[src/rtl/error_accumulator_pkg.sv]
// rtl/error_accumulator_pkg.sv - shared widths and FSM encoding for the error accumulator
package error_accumulator_pkg;

  // Fixed-point format shared with the error-checker datapath
  localparam int DATA_W = 20;
  localparam int FRAC_W = 10;

  // Width of one scaled squared error sample
  localparam int SQ_W = 2 * DATA_W - FRAC_W;

  typedef enum logic [1:0] {
    IDLE   = 2'd0,
    ACCUM  = 2'd1,
    FINISH = 2'd2
  } state_t;

endpackage

[src/rtl/error_squarer.sv]
// rtl/error_squarer.sv - combinational fixed-point square of a signed error sample
module error_squarer
  import error_accumulator_pkg::*;
(
  input  logic [DATA_W-1:0] error_bus,
  output logic [SQ_W-1:0]   sq
);

  // Sign-extend to the full product width so the multiply keeps every bit
  logic signed [2*DATA_W-1:0] e_ext;
  logic signed [2*DATA_W-1:0] prod;

  assign e_ext = {{DATA_W{error_bus[DATA_W-1]}}, error_bus};

  // A square is never negative, so the top bit of prod is always clear and
  // even the most negative input (-2**(DATA_W-1)) fits without wrapping.
  assign prod = e_ext * e_ext;

  // Drop the extra fractional bits to return to the input's binary point
  assign sq = SQ_W'(prod >>> FRAC_W);

endmodule

[src/rtl/error_accumulator.sv]
// rtl/error_accumulator.sv - mean squared error over an epoch with threshold compare
module error_accumulator
  import error_accumulator_pkg::*;
#(
  parameter int N_LOG2 = 2
) (
  input  logic              clk,
  input  logic              rst,
  input  logic              start,
  input  logic [DATA_W-1:0] error_bus,
  input  logic              error_valid,
  input  logic [DATA_W-1:0] threshold_bus,
  output logic [DATA_W-1:0] mse_bus,
  output logic              converged,
  output logic              ready,
  output logic              done
);

  // Room for N full-scale squares, so the sum can never wrap
  localparam int ACC_W = SQ_W + N_LOG2;
  localparam int CNT_W = (N_LOG2 > 0) ? N_LOG2 : 1;
  localparam logic [CNT_W-1:0] LAST_CNT = CNT_W'((1 << N_LOG2) - 1);
  localparam logic [ACC_W-1:0] MSE_MAX = ACC_W'((64'd1 << DATA_W) - 64'd1);

  state_t            state;
  logic [ACC_W-1:0]  acc;
  logic [CNT_W-1:0]  cnt;
  logic [SQ_W-1:0]   sq;
  logic [ACC_W-1:0]  acc_sum;
  logic [ACC_W-1:0]  mse_shift;
  logic [DATA_W-1:0] mse_next;

  error_squarer u_squarer (
    .error_bus (error_bus),
    .sq        (sq)
  );

  // Running sum including the current sample, and its mean over the epoch
  assign acc_sum   = acc + ACC_W'(sq);
  assign mse_shift = acc_sum >> N_LOG2;

  // Clamp the mean to the largest value mse_bus can carry
  always_comb begin
    mse_next = mse_shift[DATA_W-1:0];
    if (mse_shift > MSE_MAX) begin
      mse_next = '1;
    end
  end

  // Controller FSM with accumulator/counter datapath and registered outputs.
  // The result is captured on the edge that accepts the last sample, so
  // mse_bus, converged and done are all valid together during FINISH.
  always_ff @(posedge clk or negedge rst) begin
    if (!rst) begin
      state     <= IDLE;
      acc       <= '0;
      cnt       <= '0;
      mse_bus   <= '0;
      converged <= 1'b0;
      ready     <= 1'b1;
      done      <= 1'b0;
    end else begin
      case (state)
        IDLE: begin
          done <= 1'b0;
          if (start) begin
            acc   <= '0;
            cnt   <= '0;
            ready <= 1'b0;
            state <= ACCUM;
          end
        end
        ACCUM: begin
          if (error_valid) begin
            acc <= acc_sum;
            cnt <= cnt + 1'b1;
            if (cnt == LAST_CNT) begin
              mse_bus   <= mse_next;
              converged <= (mse_next <= threshold_bus);
              done      <= 1'b1;
              state     <= FINISH;
            end
          end
        end
        FINISH: begin
          done  <= 1'b0;
          ready <= 1'b1;
          state <= IDLE;
        end
        default: begin
          done  <= 1'b0;
          ready <= 1'b1;
          state <= IDLE;
        end
      endcase
    end
  end

endmodule

[config.mk]
export PLATFORM = sky130hd
export DESIGN_NAME = error_accumulator
export DESIGN_NICKNAME = d
export VERILOG_FILES = /design/src/rtl/error_accumulator_pkg.sv /design/src/rtl/error_squarer.sv /design/src/rtl/error_accumulator.sv
export SDC_FILE = /design/constraint.sdc
export NUM_CORES = 1
export LEC_CHECK = 0
export ABC_CLOCK_PERIOD_IN_PS = 4800
export BUFFER_PORTS_ARGS = -buffer_cell sky130_fd_sc_hd__buf_2
export CAP_MARGIN = 40
export CORE_ASPECT_RATIO = 1.2
export CORE_MARGIN = 3
export CORE_UTILIZATION = 40
export DETAILED_ROUTE_END_ITERATION = 7
export SYNTH_ARGS = -nofsm -noshare
export SYNTH_HDL_FRONTEND = slang
export SYNTH_SLANG_ARGS = --single-unit
[constraint.sdc]
create_clock -name clk -period 4.8 [get_ports clk]
set_input_delay 0.48 -clock clk [delete_from_list [all_inputs] [get_ports clk]]
set_output_delay 0.48 -clock clk [all_outputs]
set_load 0.01 [all_outputs]
==> results of run 1 <==
stage by stage:
step           utilization  instances  hold slack (ns)
2_1_floorplan            -       1885            0.184
3_3_place_gp         0.500       2824            0.467
3_5_place_dp         0.501       2825            0.475
4_1_cts              0.522       2855            0.342
5_1_grt              0.547       2883            0.376
6_report             0.547       2883            0.311
layout make-up:
class                   count  area (um2)  area share
multi-input cells        1313       15500       0.657
well taps                 552         691      0.0293
inverters                 458        1730      0.0736
flip-flops and latches     59        1480      0.0627
repair buffers            489        3920       0.166
clock buffers              12         256      0.0109
per-layer routing:
layer  GRT usage  share of wire  vias to the layer above
met2       0.408           0.59                      181
li1            -              -                     6652
met3      0.0172          0.018                       97
met4      0.0581          0.033                        0
met5           0              0                        -
met1       0.224           0.36                     7306
flip-flops by register name, indices dropped and copies added, names as in the netlist:
register / cells
mse_bus: 20
ready: 1
done: 1
acc: 32
state: 2
converged: 1
cnt: 2
cells by family after synthesis:
kind of cell / share of synthesized area
adders and majority gates: 0.554
buffers and inverters: 0.111
and+or+nand+nor: 0.124
AOI/OAI and AO/OA: 0.0892
xor gates and xnor gates: 0.0364
DFF: 0.0842
muxes: 0.000641
layout by cell type, fill, tap and decap left out, drive strengths merged, types with 5 or more instances in the layout:
master / netlist / layout
and3: 10 / 10
buf: 5 / 486
nor2b: 21 / 21
nor3: 7 / 7
fa: 383 / 383
nor2: 99 / 99
ha: 165 / 165
xor2: 23 / 23
a21o: 29 / 29
o21bai: 13 / 13
or2: 6 / 6
inv: 457 / 456
clkbuf: 50 / 15
nand2b: 20 / 20
o21a: 9 / 9
nand4: 10 / 10
nand2: 159 / 159
a31oi: 16 / 16
nand3: 21 / 21
xnor2: 50 / 50
o21ai: 43 / 43
a22o: 16 / 16
o211ai: 5 / 5
a21oi: 66 / 66
and2: 88 / 88
dfrtp: 58 / 58
o31ai: 6 / 6
worst paths after layout:
kind | startpoint | to | slack, ns
setup reg to reg | acc[2] | converged | 0.06
setup / recovery | error_bus[17] | converged | -5.29
hold / removal | rst | done | 0.31
min in group clk | start | state[0] | 0.48
max in group asynchronous | rst | acc[8] | 3.98
hold reg to reg | state[1] | state[0] | 0.49
repair_timing:
| action | CTS | global route |
|---|---|---|
| resized for setup | 107 | 195 |
| pin swaps | 86 | 64 |
| cloned | 1 | 1 |
| endpoints found under the setup margin | 53 | 53 |
| hold buffers | 0 | 0 |
| setup buffers | 17 | 30 |
==> impl_metrics.env, run 1 <==
export IMPL_tightest_slew_ns=1.13
export IMPL_timing_max_cap_violations=0
export IMPL_num_vias=14200
export IMPL_clk_latency_ns=0.33
export IMPL_antennaDiodeCount=0
export IMPL_yosys_register_bits=59
export IMPL_setup_violations=53
export IMPL_slowest_stage="or4_4"
export IMPL_synth_seq_area_share=0.0842
export IMPL_num_rows=83
export IMPL_synthFlopType="dfrtp_1"
export IMPL_fin_crit_sh=2.10
export IMPL_status="finished with violations"
export IMPL_max_freq_mhz=99.1
export IMPL_wl_per_cell_um=16.4
export IMPL_cts_made_buffers=9
export IMPL_ys_types=64
export IMPL_start_util=0.407
export IMPL_die_x_um=197
export IMPL_htreeDepth=3
export IMPL_gp_congestion=0.925
export IMPL_finalNetCount=2922
export IMPL_totalWireLength_mm=47.2
export IMPL_synth_top_area_share=0.437
export IMPL_worst_path_stages=47
export IMPL_critPathBufInv=13
export IMPL_rsz0062_at_grt="true"
export IMPL_ioPinCount=67
export IMPL_cp_required_ns=5.01
export IMPL_synth_common_cells="inv_1 (457), fa_1 (383), ha_1 (165), nand2_1 (159), nor2_1 (99)"
export IMPL_dpl_instance_area_um2=21600
export IMPL_clk_pin_slew_worst_paths_ns=0.05
export IMPL_reg2regPathDepth=20
export IMPL_slew_headroom=0.249
export IMPL_synth_area_leader_cell="fa_1"
export IMPL_fin_worst_skew_ns=0.00817
export IMPL_drc_errors=0
export IMPL_worstSetupPathType="input pin to flip-flop"
export IMPL_grt_max_degree=60
export IMPL_n_fill_cell=3836
export IMPL_synth_most_common_cell="inv_1"
export IMPL_dieArea_um2=46500
export IMPL_synth_async_reset_ratio=1.00
export IMPL_drt_iter0_drc=494
export IMPL_crit_path_end_kind="flip-flop"
export IMPL_clock_sinks=59
export IMPL_synthCells=1885
export IMPL_syn2layout_area_growth_pct=34.2
export IMPL_avgSynthCellArea_um2=9.31
export IMPL_path_delay_family="adder cells"
export IMPL_antenna_found_initial=0
export IMPL_dp_slack_ns=-6.10
export IMPL_syn_area_um2=17600
export IMPL_io_buffers=66
export IMPL_synth_edf_count=0
export IMPL_gr_usage_all_layers=0.203
export IMPL_grt_overflow_total=0
export IMPL_slowest_delay_ns=0.56
export IMPL_clock_path_buffers=2
export IMPL_synthTopCellsByArea="fa_1 (44%), ha_1 (12%), inv_1 (9.8%)"
export IMPL_cp_max_fo=6
export IMPL_final_max_slew_viol_count=0
export IMPL_synth_fp_nets=2477
export IMPL_first_pass_iters=5
export IMPL_crit_top_cell="fa_1"
export IMPL_min_period_ns=10.09
export IMPL_root_buffer="clkbuf_16"
export IMPL_design_area_um2=23600
export IMPL_dieHeight_um=236
export IMPL_core_area_um2=43100
export IMPL_grt_pass1_vias=15800
export IMPL_violations="setup timing"
export IMPL_fin_setup_tns_ns=-183.34
export IMPL_grt_first_pass_wirelength_mm=76.0
export IMPL_via_per_inst=4.94
export IMPL_cts_tree="done"
export IMPL_startpoint_type="input pin"
export IMPL_cp_arrival_ns=10.29
export IMPL_hp_class="input pin to async pin"
export IMPL_finalHoldViolCount=0
export IMPL_drive_gt1_frac=0.320
export IMPL_worst_slack_ns=-5.29
export IMPL_antenna_left=0
export IMPL_dp_hpwl_mm=40.7
export IMPL_yosysWarnings=0
Power of run 1 is not shown: default switching activity piles up to over one toggle a cycle in this logic, so the estimate is an artifact.
==> inputs of run 2 (changes only) <==
Settings changed: ABC_AREA from default to 1.
==> run 2 against run 1 <==
The flow still finishes with violations (setup timing); hold slack better by 0.0050 ns; design area grew 24%; global-route usage grew 2.9 points; routed wire length grew 23%.
==> impl_metrics.env, run 2 <==
export IMPL_layout_area_seq_um2=1480
export IMPL_num_vias=17500
export IMPL_antenna_left=0
export IMPL_drc_errors=0
export IMPL_core_area_um2=47200
export IMPL_multi_input_area_um2=18500
export IMPL_finalNetCount=3613
export IMPL_cp_required_ns=5.07
export IMPL_final_cell_mix="inv_1 (580), buf_4 (467), nand2_1 (397), fa_1 (336), nand2_2 (134)"
export IMPL_violations="setup timing"
export IMPL_avgSynthCellArea_um2=7.90
export IMPL_ioPinCount=67
export IMPL_slowest_delay_ns=0.57
export IMPL_yosys_register_bits=59
export IMPL_synth_top_area_share=0.400
export IMPL_first_pass_iters=5
export IMPL_ys_types=41
export IMPL_io_buffers=66
export IMPL_tightest_slew_ns=0.828
export IMPL_reg2regPathDepth=22
export IMPL_synthTopCellsByArea="fa_1 (40%), inv_1 (13%), nand2_1 (11%)"
export IMPL_critPathBufInv=12
export IMPL_r2r_end="converged"
export IMPL_clk_latency_ns=0.35
export IMPL_crit_path_end_kind="flip-flop"
export IMPL_cp_max_fo=8
export IMPL_drt_iter0_drc=767
export IMPL_dp_hpwl_mm=46.0
export IMPL_dieHeight_um=246
export IMPL_path_delay_family="adder cells"
export IMPL_num_rows=87
export IMPL_finalHoldViolCount=0
export IMPL_grt_first_pass_wirelength_mm=94.8
export IMPL_antennaDiodeCount=0
export IMPL_design_area_um2=29300
export IMPL_synth_async_reset_ratio=1.00
export IMPL_timing_max_cap_violations=0
export IMPL_rr_startpoint="acc[0]"
export IMPL_start_util=0.406
export IMPL_rrSetupSlack_ns=1.02
export IMPL_hp_class="input pin to async pin"
export IMPL_antenna_found_initial=0
export IMPL_worst_slack_ns=-4.22
export IMPL_setup_violations=53
export IMPL_synthCells=2426
export IMPL_drive_gt1_frac=0.430
export IMPL_final_max_slew_viol_count=0
export IMPL_die_x_um=206
export IMPL_clk_pin_slew_worst_paths_ns=0.06
export IMPL_via_per_inst=4.81
export IMPL_fin_crit_sh=1.88
export IMPL_synth_edf_count=0
export IMPL_crit_top_cell="fa_1"
export IMPL_gp_congestion=0.989
export IMPL_synth_area_leader_cell="fa_1"
export IMPL_rsz0062_at_grt="true"
export IMPL_gr_usage_all_layers=0.233
export IMPL_htreeDepth=3
export IMPL_max_freq_mhz=111
export IMPL_fin_worst_skew_ns=0.00566
export IMPL_top_register="acc"
export IMPL_grt_max_degree=60
export IMPL_dpl_instance_area_um2=24500
export IMPL_totalWireLength_mm=58.2
export IMPL_root_buffer="clkbuf_16"
export IMPL_top_regs="acc: 32 flops, mse_bus: 20 flops"
export IMPL_dieArea_um2=50600
export IMPL_yosysWarnings=0
export IMPL_slew_headroom=0.448
export IMPL_syn_area_um2=19200
export IMPL_syn2layout_area_growth_pct=52.7
export IMPL_largest_reg_flops=32
export IMPL_synth_seq_area_share=0.0771
export IMPL_grt_overflow_total=0
export IMPL_synth_fp_nets=3018
export IMPL_status="finished with violations"
export IMPL_synth_most_common_cell="inv_1"
export IMPL_wl_per_cell_um=15.9
export IMPL_min_period_ns=9.02
export IMPL_final_common_cell="inv_1"
export IMPL_synthFlopType="dfrtp_1"
export IMPL_synth_common_cells="inv_1 (674), nand2_1 (564), fa_1 (383), ha_1 (165), nor2_1 (112)"
export IMPL_startpoint_type="input pin"
export IMPL_hold_slack_ns=0.316
export IMPL_cts_made_buffers=9
export IMPL_cp_arrival_ns=9.29
export IMPL_grt_pass1_vias=19400
export IMPL_slowest_stage="fa_2"
export IMPL_clock_sinks=59
export IMPL_worstSetupPathType="input pin to flip-flop"
export IMPL_n_fill_cell=3826
export IMPL_clock_path_buffers=2
export IMPL_cts_tree="done"
run 2: changes by cell type in the layout (fill, tap and decap cells not counted), sizes merged, moves of 19 or more:
cell,delta
a21o,-21
nand3,+61
nor2,+23
nand2b,-20
nand2,+417
inv,+218
nor2b,-21
buf,+159
o21ai,+19
nand4,+23
and2,-87
run 2: cell type report:
| class | count | area share |
|---|---|---|
| Multi-Input combinational cell | 1631 | 0.632 |
| Clock inverter | 6 | 0.00380 |
| Sequential cell | 59 | 0.0505 |
| Tap cell | 623 | 0.0266 |
| Timing Repair Buffer | 646 | 0.192 |
| Inverter | 674 | 0.0874 |
| Clock buffer | 10 | 0.00816 |
run 2: through the flow:
step           utilization  setup slack (ns)  instances  setup TNS, ns
3_3_place_gp         0.518             -5.14       3494        -175.94
2_1_floorplan            -             -3.80       2426        -119.32
5_1_grt              0.620             -4.46       3649        -149.35
3_5_place_dp         0.519             -5.18       3495        -178.63
6_report             0.620             -4.22       3649        -137.35
4_1_cts              0.593             -3.98       3606        -132.89
run 2: worst max-delay path by stage:
| stage | slack (ns) | cells after the start | from | endpoint |
|---|---|---|---|---|
| 3_5_place_dp | -5.18 | 44 | error_bus[19] | converged |
| 2_1_floorplan | -3.80 | 43 | error_bus[19] | converged |
| 6_report | -4.22 | 44 | error_bus[7] | converged |
| 5_1_grt | -4.46 | 44 | error_bus[7] | converged |
| 3_3_place_gp | -5.14 | 43 | error_bus[19] | converged |
| 4_1_cts | -3.98 | 43 | error_bus[7] | converged |
run 2: kinds of logic after synthesis:
logic type	count (synthesis)	synth area share
and+or+nand+nor	835	0.185
buffers and inverters	736	0.147
adders and majority gates	548	0.508
AOI/OAI and AO/OA	177	0.0513
xor gates and xnor gates	71	0.0324
DFF	59	0.0771
run 2: repair_timing:
action | in CTS | in global routing
pin swaps | 280 | 110
setup endpoints to repair | 53 | 53
setup buffers | 97 | 45
hold buffers | 0 | 0
gates resized for setup | 507 | 259
cloned | 3 | 1
run 2: layer usage:
metal | global-route usage | part of all wire | vias up
met5 | 0 | 0 | -
met4 | 0.0803 | 0.040 | 0
met3 | 0.0193 | 0.025 | 139
met2 | 0.439 | 0.54 | 350
met1 | 0.276 | 0.40 | 8734
li1 | - | - | 8314
Power of run 2 is left out for the same reason.
==> inputs of run 3 (changes only) <==
Settings changed: SLEW_MARGIN from default to 20, TNS_END_PERCENT from default to 50.
==> run 3 against run 2 <==
The flow still finishes with violations (setup timing); fmax is 0.12% higher; non-clock buffer count is 12 lower; routed wire length is 3.5% lower; first-iteration DRC count is 7.7% lower; final cell count is 0.36% lower; core utilization is 2.4 points lower; critical path depth is 2 higher; register-to-register slack hardly changed; clock skew is 0.0052 ns higher; global-route usage is 0.62 points lower; sequential share of layout area is 0.21 points higher.
==> impl_metrics.env, run 3 (synthesized netlist as in run 2, its figures left out) <==
export IMPL_status="finished with violations"
export IMPL_violations="setup timing"
export IMPL_rsz0062_at_grt="true"
export IMPL_final_cell_mix="inv_1 (622), buf_4 (474), nand2_1 (441), fa_1 (351), nand2_2 (109)"
export IMPL_clk_latency_ns=0.34
export IMPL_totalWireLength_mm=56.2
export IMPL_first_pass_iters=5
export IMPL_gp_congestion=0.916
export IMPL_min_period_ns=9.01
export IMPL_start_util=0.406
export IMPL_gr_usage_all_layers=0.227
export IMPL_antennaDiodeCount=0
export IMPL_fin_crit_sh=1.88
export IMPL_finalNetCount=3601
export IMPL_slowest_delay_ns=0.58
export IMPL_drive_gt1_frac=0.382
export IMPL_htreeDepth=3
export IMPL_grt_first_pass_wirelength_mm=93.0
export IMPL_top_regs="acc: 32 flops, mse_bus: 20 flops"
export IMPL_startpoint_type="input pin"
export IMPL_syn2layout_area_growth_pct=46.8
export IMPL_clk_pin_slew_worst_paths_ns=0.05
export IMPL_dp_hpwl_mm=45.8
export IMPL_largest_reg_flops=32
export IMPL_root_buffer="clkbuf_16"
export IMPL_ioPinCount=67
export IMPL_timing_max_cap_violations=0
export IMPL_hp_class="input pin to async pin"
export IMPL_final_common_cell="inv_1"
export IMPL_crit_path_end_kind="flip-flop"
export IMPL_wl_per_cell_um=15.4
export IMPL_dieArea_um2=50600
export IMPL_cts_hold_buf=0
export IMPL_setup_violations=53
export IMPL_worst_slack_ns=-4.21
export IMPL_grt_max_degree=60
export IMPL_cts_tree="done"
export IMPL_drt_iter0_drc=708
export IMPL_num_vias=17300
export IMPL_cp_max_fo=6
export IMPL_die_x_um=206
export IMPL_finalHoldViolCount=0
export IMPL_clock_path_buffers=2
export IMPL_core_area_um2=47200
export IMPL_final_max_slew_viol_count=0
export IMPL_drc_errors=0
export IMPL_dieHeight_um=246
export IMPL_slowest_stage="fa_2"
export IMPL_clock_sinks=59
export IMPL_grt_pass1_vias=19100
export IMPL_antenna_left=0
export IMPL_cp_required_ns=5.01
export IMPL_io_buffers=66
export IMPL_max_freq_mhz=111
export IMPL_antenna_found_initial=0
export IMPL_cp_arrival_ns=9.22
export IMPL_tightest_slew_ns=0.641
export IMPL_via_per_inst=4.75
export IMPL_design_area_um2=28100
export IMPL_top_register="acc"
export IMPL_worstSetupPathType="input pin to flip-flop"
export IMPL_grt_overflow_total=0
export IMPL_dpl_instance_area_um2=24000
export IMPL_cts_made_buffers=9
export IMPL_fin_worst_skew_ns=0.0108
export IMPL_num_rows=87
export IMPL_slew_headroom=0.572
## run 3: cell types whose count changed in the layout (fill, tap and decap cells not counted), sizes merged
cell,previous run,this run
bufinv,3,1
buf,645,633
clkbuf,11,13
inv,674,672
bufbuf,0,1
## run 3: area by class of cell
cell class	count	area, um2
clock buffers	13	260
clock inverters	2	35.0
fillers	4033	19100
inverters	674	2540
multi-input cells	1631	17600
flip-flops and latches	59	1480
well taps	623	779
repair buffers	634	5400
## run 3: final timing paths
| check | slack, ns | cells after the start | start | to |
|---|---|---|---|---|
| worst min-delay path | 0.05 | 2 | rst | mse_bus[19] |
| worst max register to register | 1.02 | 23 | acc[0] | converged |
| worst max-delay path | -4.21 | 46 | error_bus[7] | converged |
| max in group asynchronous | 4.20 | 3 | rst | ready |
| worst min register to register | 0.47 | 2 | mse_bus[2] | mse_bus[2] |
| min in group clk | 0.42 | 3 | error_valid | done |
## run 3: what timing repair did
item / CTS / global route
pin swaps: 204 / 199
setup endpoints to repair: 53 / 53
gates cloned: 3 / 0
buffers inserted: 65 / 49
resized for setup: 439 / 220
hold endpoints to repair: 0 / 0
## run 3: worst max-delay path, delay by kind of cell
| family | cells | cell delay, ns |
|---|---|---|
| adders and majority gates | 10 | 4.54 |
| and+or+nand+nor | 21 | 2.57 |
| buffers and inverters | 13 | 1.31 |
| xor gates and xnor gates | 1 | 0.21 |
| AOI/OAI and AO/OA | 1 | 0.07 |
## run 3: through the flow
stage / hold slack [ns] / TNS [ns] / utilization / instances / setup slack, ns
6_report: 0.0454 / -139.81 / 0.596 / 3636 / -4.21
5_1_grt: 0.0480 / -154.70 / 0.596 / 3636 / -4.51
4_1_cts: 0.361 / -136.60 / 0.570 / 3593 / -4.02
3_5_place_dp: 0.463 / -181.38 / 0.509 / 3511 / -5.24
3_3_place_gp: 0.458 / -179.24 / 0.509 / 3511 / -5.19
2_1_floorplan: 0.184 / -125.29 / - / 2426 / -3.80
## run 3: routing by layer
metal | track usage | share of wire | up-vias
li1 | - | - | 8290
met1 | 0.274 | 0.41 | 8544
met2 | 0.435 | 0.53 | 317
met3 | 0.0134 | 0.025 | 123
met4 | 0.0577 | 0.033 | 0
met5 | 0 | 0 | -
Power of run 3 is left out for the same reason.
